`config.mk`:
```
export PLATFORM = sky130hd
export DESIGN_NAME = rom_port_arbiter_flat
export DESIGN_NICKNAME = d
export VERILOG_FILES = /design/src/rtl/rom_port_arbiter_if.sv /design/src/rtl/rom_port_arbiter.sv /design/src/flat_wrapper.sv
export SDC_FILE = /design/constraint.sdc
export NUM_CORES = 1
export LEC_CHECK = 0
export BUFFER_PORTS_ARGS = -buffer_cell sky130_fd_sc_hd__buf_2
export CAP_MARGIN = 15
export CORE_ASPECT_RATIO = 0.9
export CORE_MARGIN = 1
export CORE_UTILIZATION = 49
export DETAILED_ROUTE_END_ITERATION = 10
export PLACE_DENSITY = 0.86
export SLEW_MARGIN = 20
export SYNTH_ARGS = -nofsm -noshare
export SYNTH_HDL_FRONTEND = slang
export SYNTH_SLANG_ARGS = --single-unit
```
`constraint.sdc`:
```
create_clock -name clk -period 4 [get_ports clk]
set_clock_uncertainty 0.2 [all_clocks]
set_input_delay 0.4 -clock clk [delete_from_list [all_inputs] [get_ports clk]]
set_output_delay 0.4 -clock clk [all_outputs]
set_load 0.05 [all_outputs]
```
`src/rtl/rom_port_arbiter_if.sv`:
```
// ============================================================================
// Module   : rom_port_arbiter_if
// Brief    : Fetch/LSU request-response bundle plus ROM read port signals.
// Revision : 1.0
// ============================================================================
`default_nettype none

interface rom_port_arbiter_if;
    logic        if_req_i;
    logic [31:0] if_addr_i;
    logic        if_gnt_o;
    logic        if_rvalid_o;
    logic [31:0] if_rdata_o;
    logic        if_err_o;

    logic        ls_req_i;
    logic [31:0] ls_addr_i;
    logic        ls_gnt_o;
    logic        ls_rvalid_o;
    logic [31:0] ls_rdata_o;
    logic        ls_err_o;

    logic        flush_i;
    logic        rom_en_o;
    logic [31:0] rom_addr_o;
    logic [31:0] rom_data_i;

    modport slave (
        input  if_req_i, if_addr_i, ls_req_i, ls_addr_i, flush_i, rom_data_i,
        output if_gnt_o, if_rvalid_o, if_rdata_o, if_err_o,
        output ls_gnt_o, ls_rvalid_o, ls_rdata_o, ls_err_o,
        output rom_en_o, rom_addr_o
    );

    modport master (
        output if_req_i, if_addr_i, ls_req_i, ls_addr_i, flush_i, rom_data_i,
        input  if_gnt_o, if_rvalid_o, if_rdata_o, if_err_o,
        input  ls_gnt_o, ls_rvalid_o, ls_rdata_o, ls_err_o,
        input  rom_en_o, rom_addr_o
    );
endinterface

`default_nettype wire

```
`src/rtl/rom_port_arbiter.sv`:
```
// ============================================================================
// Module   : rom_port_arbiter
// Brief    : Shares one ROM read port between fetch (IF) and LSU (LS), LS
//            priority with bounded IF starvation, 1-cycle registered response.
// Revision : 1.0
// ============================================================================
`default_nettype none

module rom_port_arbiter #(
    parameter int DEPTH    = 4096,
    parameter int MAX_WAIT = 4,
    parameter int WAIT_W   = 3
) (
    input  logic               clk,
    input  logic               rst,
    rom_port_arbiter_if.slave  bus
);

    localparam logic [WAIT_W-1:0] MAX_WAIT_CNT = WAIT_W'(MAX_WAIT);

    logic [WAIT_W-1:0] starve_cnt;
    logic              force_if;
    logic              if_gnt;
    logic              ls_gnt;
    logic              if_bad;
    logic              ls_bad;
    logic [31:0]       rom_addr;

    logic              if_rvalid;
    logic              if_err;
    logic [31:0]       if_rdata;
    logic              ls_rvalid;
    logic              ls_err;
    logic [31:0]       ls_rdata;

    function automatic logic addr_bad(input logic [31:0] a);
        return (a[1:0] != 2'b00) || ({2'b00, a[31:2]} >= 32'(DEPTH));
    endfunction

    // IF overrides LS only once it has been denied MAX_WAIT counted cycles.
    always_comb begin
        force_if = bus.if_req_i && !bus.flush_i && (starve_cnt == MAX_WAIT_CNT);
        ls_gnt   = bus.ls_req_i && !force_if;
        if_gnt   = bus.if_req_i && !bus.flush_i && !ls_gnt;
        if (if_gnt) begin
            rom_addr = bus.if_addr_i;
        end else if (ls_gnt) begin
            rom_addr = bus.ls_addr_i;
        end else begin
            rom_addr = 32'h0;
        end
        if_bad = addr_bad(bus.if_addr_i);
        ls_bad = addr_bad(bus.ls_addr_i);
    end

    // Flush cycles neither advance nor clear the starvation count.
    always_ff @(posedge clk or posedge rst) begin
        if (rst) begin
            starve_cnt <= '0;
        end else if (!bus.if_req_i || if_gnt) begin
            starve_cnt <= '0;
        end else if (!bus.flush_i && (starve_cnt != MAX_WAIT_CNT)) begin
            starve_cnt <= starve_cnt + 1'b1;
        end
    end

    always_ff @(posedge clk or posedge rst) begin
        if (rst) begin
            if_rvalid <= 1'b0;
            if_err    <= 1'b0;
            if_rdata  <= 32'h0;
        end else begin
            if_rvalid <= if_gnt;
            if_err    <= if_gnt && if_bad;
            if (if_gnt) begin
                if_rdata <= if_bad ? 32'h0 : bus.rom_data_i;
            end
        end
    end

    always_ff @(posedge clk or posedge rst) begin
        if (rst) begin
            ls_rvalid <= 1'b0;
            ls_err    <= 1'b0;
            ls_rdata  <= 32'h0;
        end else begin
            ls_rvalid <= ls_gnt;
            ls_err    <= ls_gnt && ls_bad;
            if (ls_gnt) begin
                ls_rdata <= ls_bad ? 32'h0 : bus.rom_data_i;
            end
        end
    end

    assign bus.if_gnt_o    = if_gnt;
    assign bus.ls_gnt_o    = ls_gnt;
    assign bus.rom_en_o    = if_gnt | ls_gnt;
    assign bus.rom_addr_o  = rom_addr;
    assign bus.if_rvalid_o = if_rvalid;
    assign bus.if_err_o    = if_err;
    assign bus.if_rdata_o  = if_rdata;
    assign bus.ls_rvalid_o = ls_rvalid;
    assign bus.ls_err_o    = ls_err;
    assign bus.ls_rdata_o  = ls_rdata;

endmodule

`default_nettype wire

```
`src/flat_wrapper.sv`:
```
// flat-port wrapper written by rule: the top's interface ports become plain ports
module rom_port_arbiter_flat 
#(
    parameter int DEPTH    = 4096,
    parameter int MAX_WAIT = 4,
    parameter int WAIT_W   = 3
)
  (clk, rst, bus_if_req_i, bus_if_addr_i, bus_ls_req_i, bus_ls_addr_i, bus_flush_i, bus_rom_data_i, bus_if_gnt_o, bus_if_rvalid_o, bus_if_rdata_o, bus_if_err_o, bus_ls_gnt_o, bus_ls_rvalid_o, bus_ls_rdata_o, bus_ls_err_o, bus_rom_en_o, bus_rom_addr_o);
  rom_port_arbiter_if bus_i ();
  input  logic clk;
  input  logic rst;
  input wire logic [$bits(bus_i.if_req_i)-1:0] bus_if_req_i;
  input wire logic [$bits(bus_i.if_addr_i)-1:0] bus_if_addr_i;
  input wire logic [$bits(bus_i.ls_req_i)-1:0] bus_ls_req_i;
  input wire logic [$bits(bus_i.ls_addr_i)-1:0] bus_ls_addr_i;
  input wire logic [$bits(bus_i.flush_i)-1:0] bus_flush_i;
  input wire logic [$bits(bus_i.rom_data_i)-1:0] bus_rom_data_i;
  output wire logic [$bits(bus_i.if_gnt_o)-1:0] bus_if_gnt_o;
  output wire logic [$bits(bus_i.if_rvalid_o)-1:0] bus_if_rvalid_o;
  output wire logic [$bits(bus_i.if_rdata_o)-1:0] bus_if_rdata_o;
  output wire logic [$bits(bus_i.if_err_o)-1:0] bus_if_err_o;
  output wire logic [$bits(bus_i.ls_gnt_o)-1:0] bus_ls_gnt_o;
  output wire logic [$bits(bus_i.ls_rvalid_o)-1:0] bus_ls_rvalid_o;
  output wire logic [$bits(bus_i.ls_rdata_o)-1:0] bus_ls_rdata_o;
  output wire logic [$bits(bus_i.ls_err_o)-1:0] bus_ls_err_o;
  output wire logic [$bits(bus_i.rom_en_o)-1:0] bus_rom_en_o;
  output wire logic [$bits(bus_i.rom_addr_o)-1:0] bus_rom_addr_o;
  assign bus_i.if_req_i = bus_if_req_i;
  assign bus_i.if_addr_i = bus_if_addr_i;
  assign bus_i.ls_req_i = bus_ls_req_i;
  assign bus_i.ls_addr_i = bus_ls_addr_i;
  assign bus_i.flush_i = bus_flush_i;
  assign bus_i.rom_data_i = bus_rom_data_i;
  assign bus_if_gnt_o = bus_i.if_gnt_o;
  assign bus_if_rvalid_o = bus_i.if_rvalid_o;
  assign bus_if_rdata_o = bus_i.if_rdata_o;
  assign bus_if_err_o = bus_i.if_err_o;
  assign bus_ls_gnt_o = bus_i.ls_gnt_o;
  assign bus_ls_rvalid_o = bus_i.ls_rvalid_o;
  assign bus_ls_rdata_o = bus_i.ls_rdata_o;
  assign bus_ls_err_o = bus_i.ls_err_o;
  assign bus_rom_en_o = bus_i.rom_en_o;
  assign bus_rom_addr_o = bus_i.rom_addr_o;
  rom_port_arbiter #(.DEPTH(DEPTH), .MAX_WAIT(MAX_WAIT), .WAIT_W(WAIT_W)) u_core (.clk(clk), .rst(rst), .bus(bus_i));
endmodule
```
* Word-level counts from Yosys, hierarchy flattened
Cells that the tools add are included.
Operators by class: div/mod/pow operators 0, multipliers 0, $add $sub $neg 1, equal/unequal tests 2, bitwise gates (word level) 1, multiplexer cells 6, reductions and logical operators 17, shifts and indexed selects 0, order comparisons 2
Operator list (count):
- 32-bit 2-to-1 mux | 4
- 30-bit by 13-bit greater-or-equal comparator with 1-bit output, second input constant | 2
- 1-bit logical AND | 7
- 3-bit 2-to-1 mux | 2
- 2-bit nonzero test | 3
- 1-bit zero test | 4
- 3-bit by 1-bit adder with 3-bit output, second input constant | 1
- 3-bit equality test, second input constant | 1
- 1-bit logical OR | 3
- 3-bit inequality test, second input constant | 1
- 1-bit OR | 1
Word-level totals: latch bits 0, memory bits (read-only) 0, register bits after elaboration 71, word-level logic and storage cells 36, output and inout port bits 103, bits in writable memories 0, input port bits 101, memories kept 0

* Depth between registers and ports, before layout
Gate-level depths: netlist of run 1.
depth after elaboration 9, mapped depth 8, depth with buffers taken out 6

* Worst setup path after synthesis of run 1
No wires, ideal clock.
path type reg2out, start reg u_core.starve_cnt[0], end out bus_rom_addr_o[21], cell stages (with the launch flop) 9, data required time 3.400 ns, buffers on the path 2, data arrival time 1.885 ns, slack 1.515 ns, cells stage by stage dfrtp_1 inv_1 ha_1 a21boi_2 or2_1 buf_6 inv_4 buf_4 a22o_1
Between the ends: word-level cells in the longest chain between the ends 7, elaborated cells between the ends (all ways) 8, those cells by class eq/ne (1); mux (2); reduce/logical (5)
RTL lines:
- start: declaration | RTL line rom_port_arbiter.sv:21 | logic [WAIT_W-1:0] starve_cnt;
- start signal: assignment | RTL line rom_port_arbiter.sv:63 | starve_cnt <= starve_cnt + 1'b1;
- 3-bit equality test | RTL line rom_port_arbiter.sv:42 | force_if = bus.if_req_i && !bus.flush_i && (starve_cnt == MAX_WAIT_CNT);
- 1-bit logical AND | RTL line rom_port_arbiter.sv:42
- 1-bit zero test | RTL line rom_port_arbiter.sv:43 | ls_gnt = bus.ls_req_i && !force_if;
- 1-bit logical AND | RTL line rom_port_arbiter.sv:43
- 1-bit zero test | RTL line rom_port_arbiter.sv:44 | if_gnt = bus.if_req_i && !bus.flush_i && !ls_gnt;
- 1-bit logical AND | RTL line rom_port_arbiter.sv:44
- named net bus_if_gnt_o | RTL line flat_wrapper.sv:18 | output wire logic [$bits(bus_i.if_gnt_o)-1:0] bus_if_gnt_o;
- 32-bit 2-to-1 mux | RTL line rom_port_arbiter.sv:45 | if (if_gnt) begin
- end: declaration | RTL line flat_wrapper.sv:27 | output wire logic [$bits(bus_i.rom_addr_o)-1:0] bus_rom_addr_o;
The timed path passes the listed nets, and every way through them passes these cells.

* Final worst setup path of run 1
start reg u_core.starve_cnt[0], end out bus_rom_addr_o[11]
Between the ends: word-level cells in the longest chain between the ends 7, elaborated cells between the ends (all ways) 8, those cells by class eq/ne (1); mux (2); reduce/logical (5)
RTL lines (RTL line):
- 3-bit equality test * | rom_port_arbiter.sv:42
- 1-bit logical AND * | rom_port_arbiter.sv:42
- 1-bit zero test * | rom_port_arbiter.sv:43
- 1-bit logical AND * | rom_port_arbiter.sv:43
- 1-bit zero test | rom_port_arbiter.sv:44
- 1-bit logical AND | rom_port_arbiter.sv:44
- 32-bit 2-to-1 mux * | rom_port_arbiter.sv:45
Every way passes the cells marked *; elsewhere a longest branch is shown, timed or not.

==> parameters.txt, run 1 <==
Parameter                              Value

STA
  Setup repair after global routing missed its margin    false
  Post-layout worst setup margin    about 0.29 ns
  Worst-case headroom to the max-slew limit    about a third
  Achievable Freq    0.270 GHz
  Accumulated negative setup slack    0 ns
  Part of the cycle the worst path needs    just over 90%
  Final number of setup-violating endpoints    0
  Max Slew Vio Count    0
  Slew of the pin with the lowest slew margin    1.03 ns
  Final period demand of the worst path    3.71 ns
  Worst hold slack after final layout    0.00458 ns
  Count of final hold-check violations    0

Yosys
  Number of standard cells after synthesis    approximately 340
  Cell accounting for the most synthesized area    dfrtp_1
  Main synth FF type    dfrtp_1
  Number of synthesized register bits    around 70
  Portion of netlist area occupied by mux cells    0%
  Number of different library cells in the post-synthesis netlist    33
  Synthesized-area fraction occupied by adder cells    less than 1%
  Most numerous cell in the Yosys netlist    dfrtp_1
  Nets in the synthesized netlist    445
  Share of the synthesized area in the top cell type    46.0%
  Share of the yosys chip area belonging to registers    ~46%
  Number of warnings issued by yosys    0
  Simple logic cell fraction of the synthesized area    a little under a tenth
  Post-synthesis area per instance    11.3 sq um
  Dominant combinational cell family by area after synthesis    compound AO/OA/AOI/OAI gates
  Compound-gate portion of the synthesized area    a little under two fifths
  Number of synthesized flops with an enable pin    0
  Post-Synth XOR/XNOR Area    0%
  Proportion of synthesized flip-flops having asynchronous set or reset    100%
  Ranking of synthesized cells by area    dfrtp_1 46%, o31ai_2 9.4%, a41o_1 8.3%
  Synth Cell Area    around 3900 sq um
  Most numerous cell types in the synthesized netlist    71 x dfrtp_1, 35 x nand2_1, 34 x a21boi_0, 33 x o21ai_0

Clock network
  Buffer type at the clock tree root    clkbuf_8
  H-tree depth reported by CTS    3
  Count of hold-fix buffers inserted at cts    0
  Clock buffer depth    2
  CTS buffer count    9
  Worst-path clk slew    roughly 0.090 ns
  Setup Fix Bufs, Post-CTS    0
  Clk sink count    71
  TritonCTS clock tree    done
  Quantity of gates resized following cts    0
  Clock insertion delay at the later pin of the skew report    0.34 ns

Route
  Final routed wirelength across all metal layers    12,600 um
  Total DRC errors in the routed layout    0
  Met3 WL    roughly 950 um
  Routed length per placed instance    20.3 um
  Vias per inst    roughly 6.2
  Post-detailed-route count of antenna-violating nets    0
  First-pass iteration count of the detailed router    4
  Amount of wire on met2 after detailed routing    6510 um
  Via count    around 3,900
  Top sig layer    met4
  Initial DRC count    between 150 and 200
  Met1 routed wirelength after detailed routing    between 4000 and 5000 um

Power and ir drop
  Clock network fraction of design power    about two fifths
  Internal power of the cells    roughly 1.2 mW
  Leakage component of the power    between 2 and 3 nW
  Peak VDD IR    0.178 mV
  Areal power density over the cells    ~330 nW/um^2
  Sequential share of power    between 40 and 50%
  Switching power    between 0.4 and 0.5 mW
  Switching share of power    a little under a third
  Combinational power share    between 10% and 20%

Layout
  Sequential standard cell area    about 1800 sq um
  Area grow syn2layout    30.1%
  Area occupied by multi-input gates    1830 sq um
  Final Instance Count excl. Fillers    approximately 620
  Number of fill cells    about 640
  Post-layout utilization of the core    approximately 66%
  Net count reported at finish    about 630
  Antenna cell count    0
  Proportion of layout cells with a drive suffix above 1    slightly above 50%

Floorplanning
  Die W    about 96 um
  Standard-cell row count    30
  Chip Height    ~86 um
  Initial cell density of the core    just over 50%
  Standard cell core area    ~7600 sq um
  Count of boundary I/O pins    204
  Area of the die    about 8200 sq um

Run
  Total of max-cap violations    0

GRT
  Congestion Overflow GR    0
  GRT Overall Usage    ~31%
  Initial antenna violation count    0
  Largest net degree at the start of global routing    68
  Global-route wire length before repair    19,100 um
  Number of global-route vias before repair    3,712

Setup path
  Crit Reg-Reg Startpoint    u_core.starve_cnt[0]
  Startpoint class of the critical path    flip-flop
  R2R cell count    5
  Cells along the critical path    inv_1 -> ha_1 -> nand4b_2 -> and2_4 -> a22o_1 -> buf_2
  Critical path class    reg -> out
  Reg-to-Reg End    u_core.bus.ls_rdata_o[22]
  R2r setup slk    1.18 ns
  Slowest stage cell on the critical path    nand4b_2
  Data required time of the critical path    between 3 and 4 ns
  Critical path data arrival time    3.11 ns
  Worst setup EP type    primary output
  CP max FO    67
  Max incr delay on CP    slightly above 0.7 ns

Place
  Routability congestion estimate    between 0.9 and 1
  Placed instance count    between 600 and 700
  Final HPWL DP    8650 um
  Setup slack at placement    about 0.72 ns
  Number of I/O port buffers    approximately 200

Hold path
  HP Class    in -> async

Status
  Status    complete, no violations
==> power groups by stage <==
stage / Combinational [mW] / Sequential (mW) / Clock [mW]
after floorplan: 0.173 / 0.741 / 0
after global placement: 0.283 / 0.735 / 0
after detailed placement: 0.285 / 0.735 / 0
after CTS: 0.286 / 0.721 / 0.651
after global routing: 0.301 / 0.721 / 0.687
final: 0.287 / 0.721 / 0.645
==> flip-flops by register name (all words and copies together) (netlist names) <==
name,count
u_core.bus.ls_rdata_o,32
u_core.bus.ls_err_o,1
u_core.starve_cnt,3
u_core.bus.if_rvalid_o,1
u_core.bus.ls_rvalid_o,1
u_core.bus.if_rdata_o,32
u_core.bus.if_err_o,1
==> layout make-up <==
class                      instances  share of cell area (%)
tap                               96                    2.39
timing repair buffer             209                    21.1
sequential                        71                    35.4
multi-input combinational        227                    36.4
clock buffer                      10                    2.54
clock inverter                     6                    1.84
inverter                           4                   0.374
==> layer usage <==
metal  up-vias  GRT usage [%]
li1       1697              -
met1      1895           37.4
met2       229           52.5
met3        34           6.40
met4         0           12.8
met5         -              0
==> worst max path at each step <==
stage | start | endpoint | slack [ns] | cells past startpoint
2_1_floorplan | u_core.starve_cnt[0] | bus_rom_addr_o[21] | 1.51 | 8
3_3_place_gp | bus_flush_i | bus_rom_addr_o[11] | 0.76 | 6
3_5_place_dp | bus_flush_i | bus_rom_addr_o[11] | 0.72 | 6
4_1_cts | u_core.starve_cnt[0] | bus_rom_addr_o[11] | 0.37 | 6
5_1_grt | u_core.starve_cnt[0] | bus_rom_addr_o[11] | 0.15 | 6
6_report | u_core.starve_cnt[0] | bus_rom_addr_o[11] | 0.29 | 6
==> through the flow <==
stage          area [sq um]  power (mW)
2_1_floorplan          3860       0.915
3_3_place_gp           4800        1.02
3_5_place_dp           4800        1.02
4_1_cts                5020        1.66
5_1_grt                5020        1.71
6_report               5020        1.65
==> layout by cell type, fill, tap and decap left out, types with 2 or more instances in the layout <==
cell and count:
a21boi_1 2, inv_6 2, o21ai_0 33, ha_1 2
nor4_4 2, o31ai_1 3, a41o_1 32, a21boi_0 34
nand2_1 35, dfrtp_1 71, clkinvlp_4 2, nor4_2 4
inv_1 2, a22o_1 32, clkbuf_8 9, o31ai_2 29
bufinv_16 2, buf_4 6, nor4_1 4, buf_2 203
==> cell families (layout without fill, tap and decap cells) <==
logic type               Yosys count  after routing
adder cells (fa/ha/maj)            2              2
AO/OA/AOI/OAI                    167            167
buffers and inverters             44            229
AND/OR/NAND/NOR                   58             58
flip-flops                        71             71
==> critical path, delay by kind of cell, from the launching register on <==
family | cells | cell delay (ns)
buffers and inverters | 2 | 0.31
DFF | 1 | 0.40
and+or+nand+nor | 2 | 1.43
adders and majority gates | 1 | 0.25
AOI/OAI and AO/OA | 1 | 0.33
(Power assumes the default switching activity.)
==> run 2: changes to the inputs <==
--- a/config.mk
+++ b/config.mk
@@ -12,6 +12,7 @@
 export CORE_UTILIZATION = 49
 export DETAILED_ROUTE_END_ITERATION = 10
 export PLACE_DENSITY = 0.86
+export REMOVE_ABC_BUFFERS = 1
 export SLEW_MARGIN = 20
 export SYNTH_ARGS = -nofsm -noshare
 export SYNTH_HDL_FRONTEND = slang
==> run 2 against run 1 <==
Net effect: register-to-register slack better by 0.51 ns; first-iteration DRC count up 18%; clock power down 11%; largest power group unchanged; fmax up 22%; via count down 6.2%; total power down 5.0%.
==> parameters.txt, run 2 (same netlist as run 1, synthesis figures left out) <==
Parameter                              Value

Status
  Status    complete, no violations

GRT
  Congestion Overflow GR    0
  Initial antenna violation count    0
  Largest net degree at the start of global routing    just under 70
  GRT Overall Usage    between 20 and 30%
  Global-route wire length before repair    17,500 um
  Number of global-route vias before repair    between 3,000 and 4,000

Setup path
  Critical path class    reg -> out
  Max incr delay on CP    slightly above 0.4 ns
  CP max FO    34
  Data required time of the critical path    about 3.4 ns
  Reg-to-Reg End    u_core.bus.if_rdata_o[19]
  Worst setup EP type    primary output
  R2R cell count    7
  R2r setup slk    approximately 1.7 ns
  Crit Reg-Reg Startpoint    u_core.starve_cnt[0]
  Critical path data arrival time    around 2.5 ns
  Family with the most delay on the worst path    buffers and inverters
  CP Buf/Inv Count    4
  Startpoint class of the critical path    flip-flop
  Cells along the critical path    inv_1 -> ha_1 -> a21boi_2 -> buf_4 -> or2_2 -> inv_4 -> a22o_1 -> buf_2
  Slowest stage cell on the critical path    dfrtp_1

STA
  Post-layout worst setup margin    between 0.9 and 1 ns
  Final period demand of the worst path    about 3 ns
  Setup repair after global routing missed its margin    false
  Achievable Freq    around 0.33 GHz
  Max Slew Vio Count    0
  Part of the cycle the worst path needs    76.2%
  Slew of the pin with the lowest slew margin    ~1.0 ns
  Worst-case headroom to the max-slew limit    a little under a third
  Accumulated negative setup slack    0 ns
  Count of final hold-check violations    0
  Final number of setup-violating endpoints    0

Hold path
  HP Class    in -> async

Route
  First-pass iteration count of the detailed router    4
  Vias per inst    around 5.8
  Total DRC errors in the routed layout    0
  Initial DRC count    approximately 180
  Via count    between 3,000 and 4,000
  Final routed wirelength across all metal layers    11,100 um
  Post-detailed-route count of antenna-violating nets    0
  Routed length per placed instance    around 18 um

Clock network
  CTS buffer count    9
  Buffer type at the clock tree root    clkbuf_8
  Clk sink count    between 70 and 80
  Setup Fix Bufs, Post-CTS    0
  Quantity of gates resized following cts    0
  Worst-path clk slew    approximately 0.08 ns
  H-tree depth reported by CTS    3
  Clock buffer depth    2
  Clock insertion delay at the later pin of the skew report    between 0.3 and 0.4 ns
  TritonCTS clock tree    done
  Count of hold-fix buffers inserted at cts    0

Layout
  Number of fill cells    646
  Sequential standard cell area    ~1800 sq um
  Final Instance Count excl. Fillers    approximately 630
  Area occupied by multi-input gates    around 1800 sq um
  Leading cell type in the layout, fill and taps excluded    buf_2
  Area grow syn2layout    29.9%
  Proportion of layout cells with a drive suffix above 1    just over 50%
  Highest-count cells in the layout ignoring fill and taps    203 x buf_2, 71 x dfrtp_1, 35 x nand2_1, 34 x a21boi_0, 33 x o21ai_0
  Fin area    ~5000 sq um
  Antenna cell count    0
  Net count reported at finish    between 600 and 700

Power and ir drop
  Sequential share of power    a little under half
  Overall power    about 1.6 mW
  Combinational power share    between 10% and 20%
  Clock network fraction of design power    36.4%
  Peak VDD IR    around 0.24 mV
  Internal power of the cells    1.09 mW
  Areal power density over the cells    between 300 and 400 nW/um^2
  Leakage component of the power    about 2.8 nW
  Switching share of power    roughly 30%
  Switching power    approximately 0.48 mW

Place
  Placed instance count    609
  Routability congestion estimate    0.983
  Setup slack at placement    1.13 ns
  Area after detailed placement    ~4800 sq um
  Final HPWL DP    about 7600 um
  Number of I/O port buffers    203

Floorplanning
  Initial cell density of the core    between 50 and 60%
  Area of the die    between 8000 and 9000 sq um
  Standard cell core area    7580 sq um
  Standard-cell row count    30
  Count of boundary I/O pins    about 200
  Chip Height    ~86 um
  Die W    between 90 and 100 um

Run
  Total of max-cap violations    0
[run 2: cell types whose count changed in the layout (fill, tap and decap cells not counted)]
cell and change:
clkinvlp_4 -2, and4_1 +1, clkinv_2 +1, buf_4 +2, and4_2 -1, bufinv_16 -1
inv_6 -1, clkinv_4 +3
[run 2: through the flow]
stage | util, % | hold slack (ns)
after global placement | 63.5 | 0.299
after global routing | 66.2 | 0.0791
after CTS | 66.1 | 0.0917
final | 66.2 | 0.0260
after detailed placement | 63.5 | 0.312
after floorplan | - | 0.321
[run 2: area by class of cell]
class	instances	area share (%)
multi-input cells	227	36.4
flip-flops and latches	71	35.4
repair buffers	211	21.5
clock buffers	10	2.54
well taps	96	2.39
clock inverters	6	1.40
inverters	4	0.374
[run 2: how the worst max path moves through the flow]
stage | startpoint | end | slack, ns | depth (start not counted)
finish | u_core.starve_cnt[0] | bus_rom_addr_o[9] | 0.95 | 8
global route | u_core.starve_cnt[0] | bus_rom_addr_o[19] | 0.82 | 8
CTS | u_core.starve_cnt[0] | bus_rom_addr_o[9] | 0.94 | 8
detailed placement | bus_ls_req_i | bus_rom_addr_o[9] | 1.13 | 7
global placement | bus_ls_req_i | bus_rom_addr_o[2] | 1.20 | 7
floorplan | u_core.starve_cnt[0] | bus_rom_addr_o[0] | 0.12 | 6
[run 2: per-layer routing]
| layer | routed length [um] | track usage, % | up-vias |
|---|---|---|---|
| met1 | 4820 | 36.7 | 1755 |
| met4 | 99 | 7.06 | 0 |
| met3 | 696 | 6.32 | 12 |
| met5 | 0 | 0 | - |
| li1 | - | - | 1695 |
| met2 | 5520 | 45.8 | 153 |
[run 2: power groups by stage]
stage               Combinational [mW]  Clock, mW  Sequential, mW
detailed placement               0.276          0           0.735
CTS                              0.277      0.584           0.721
finish                           0.278      0.571           0.721
global placement                 0.272          0           0.735
global route                     0.296      0.610           0.721
floorplan                        0.155          0           0.741
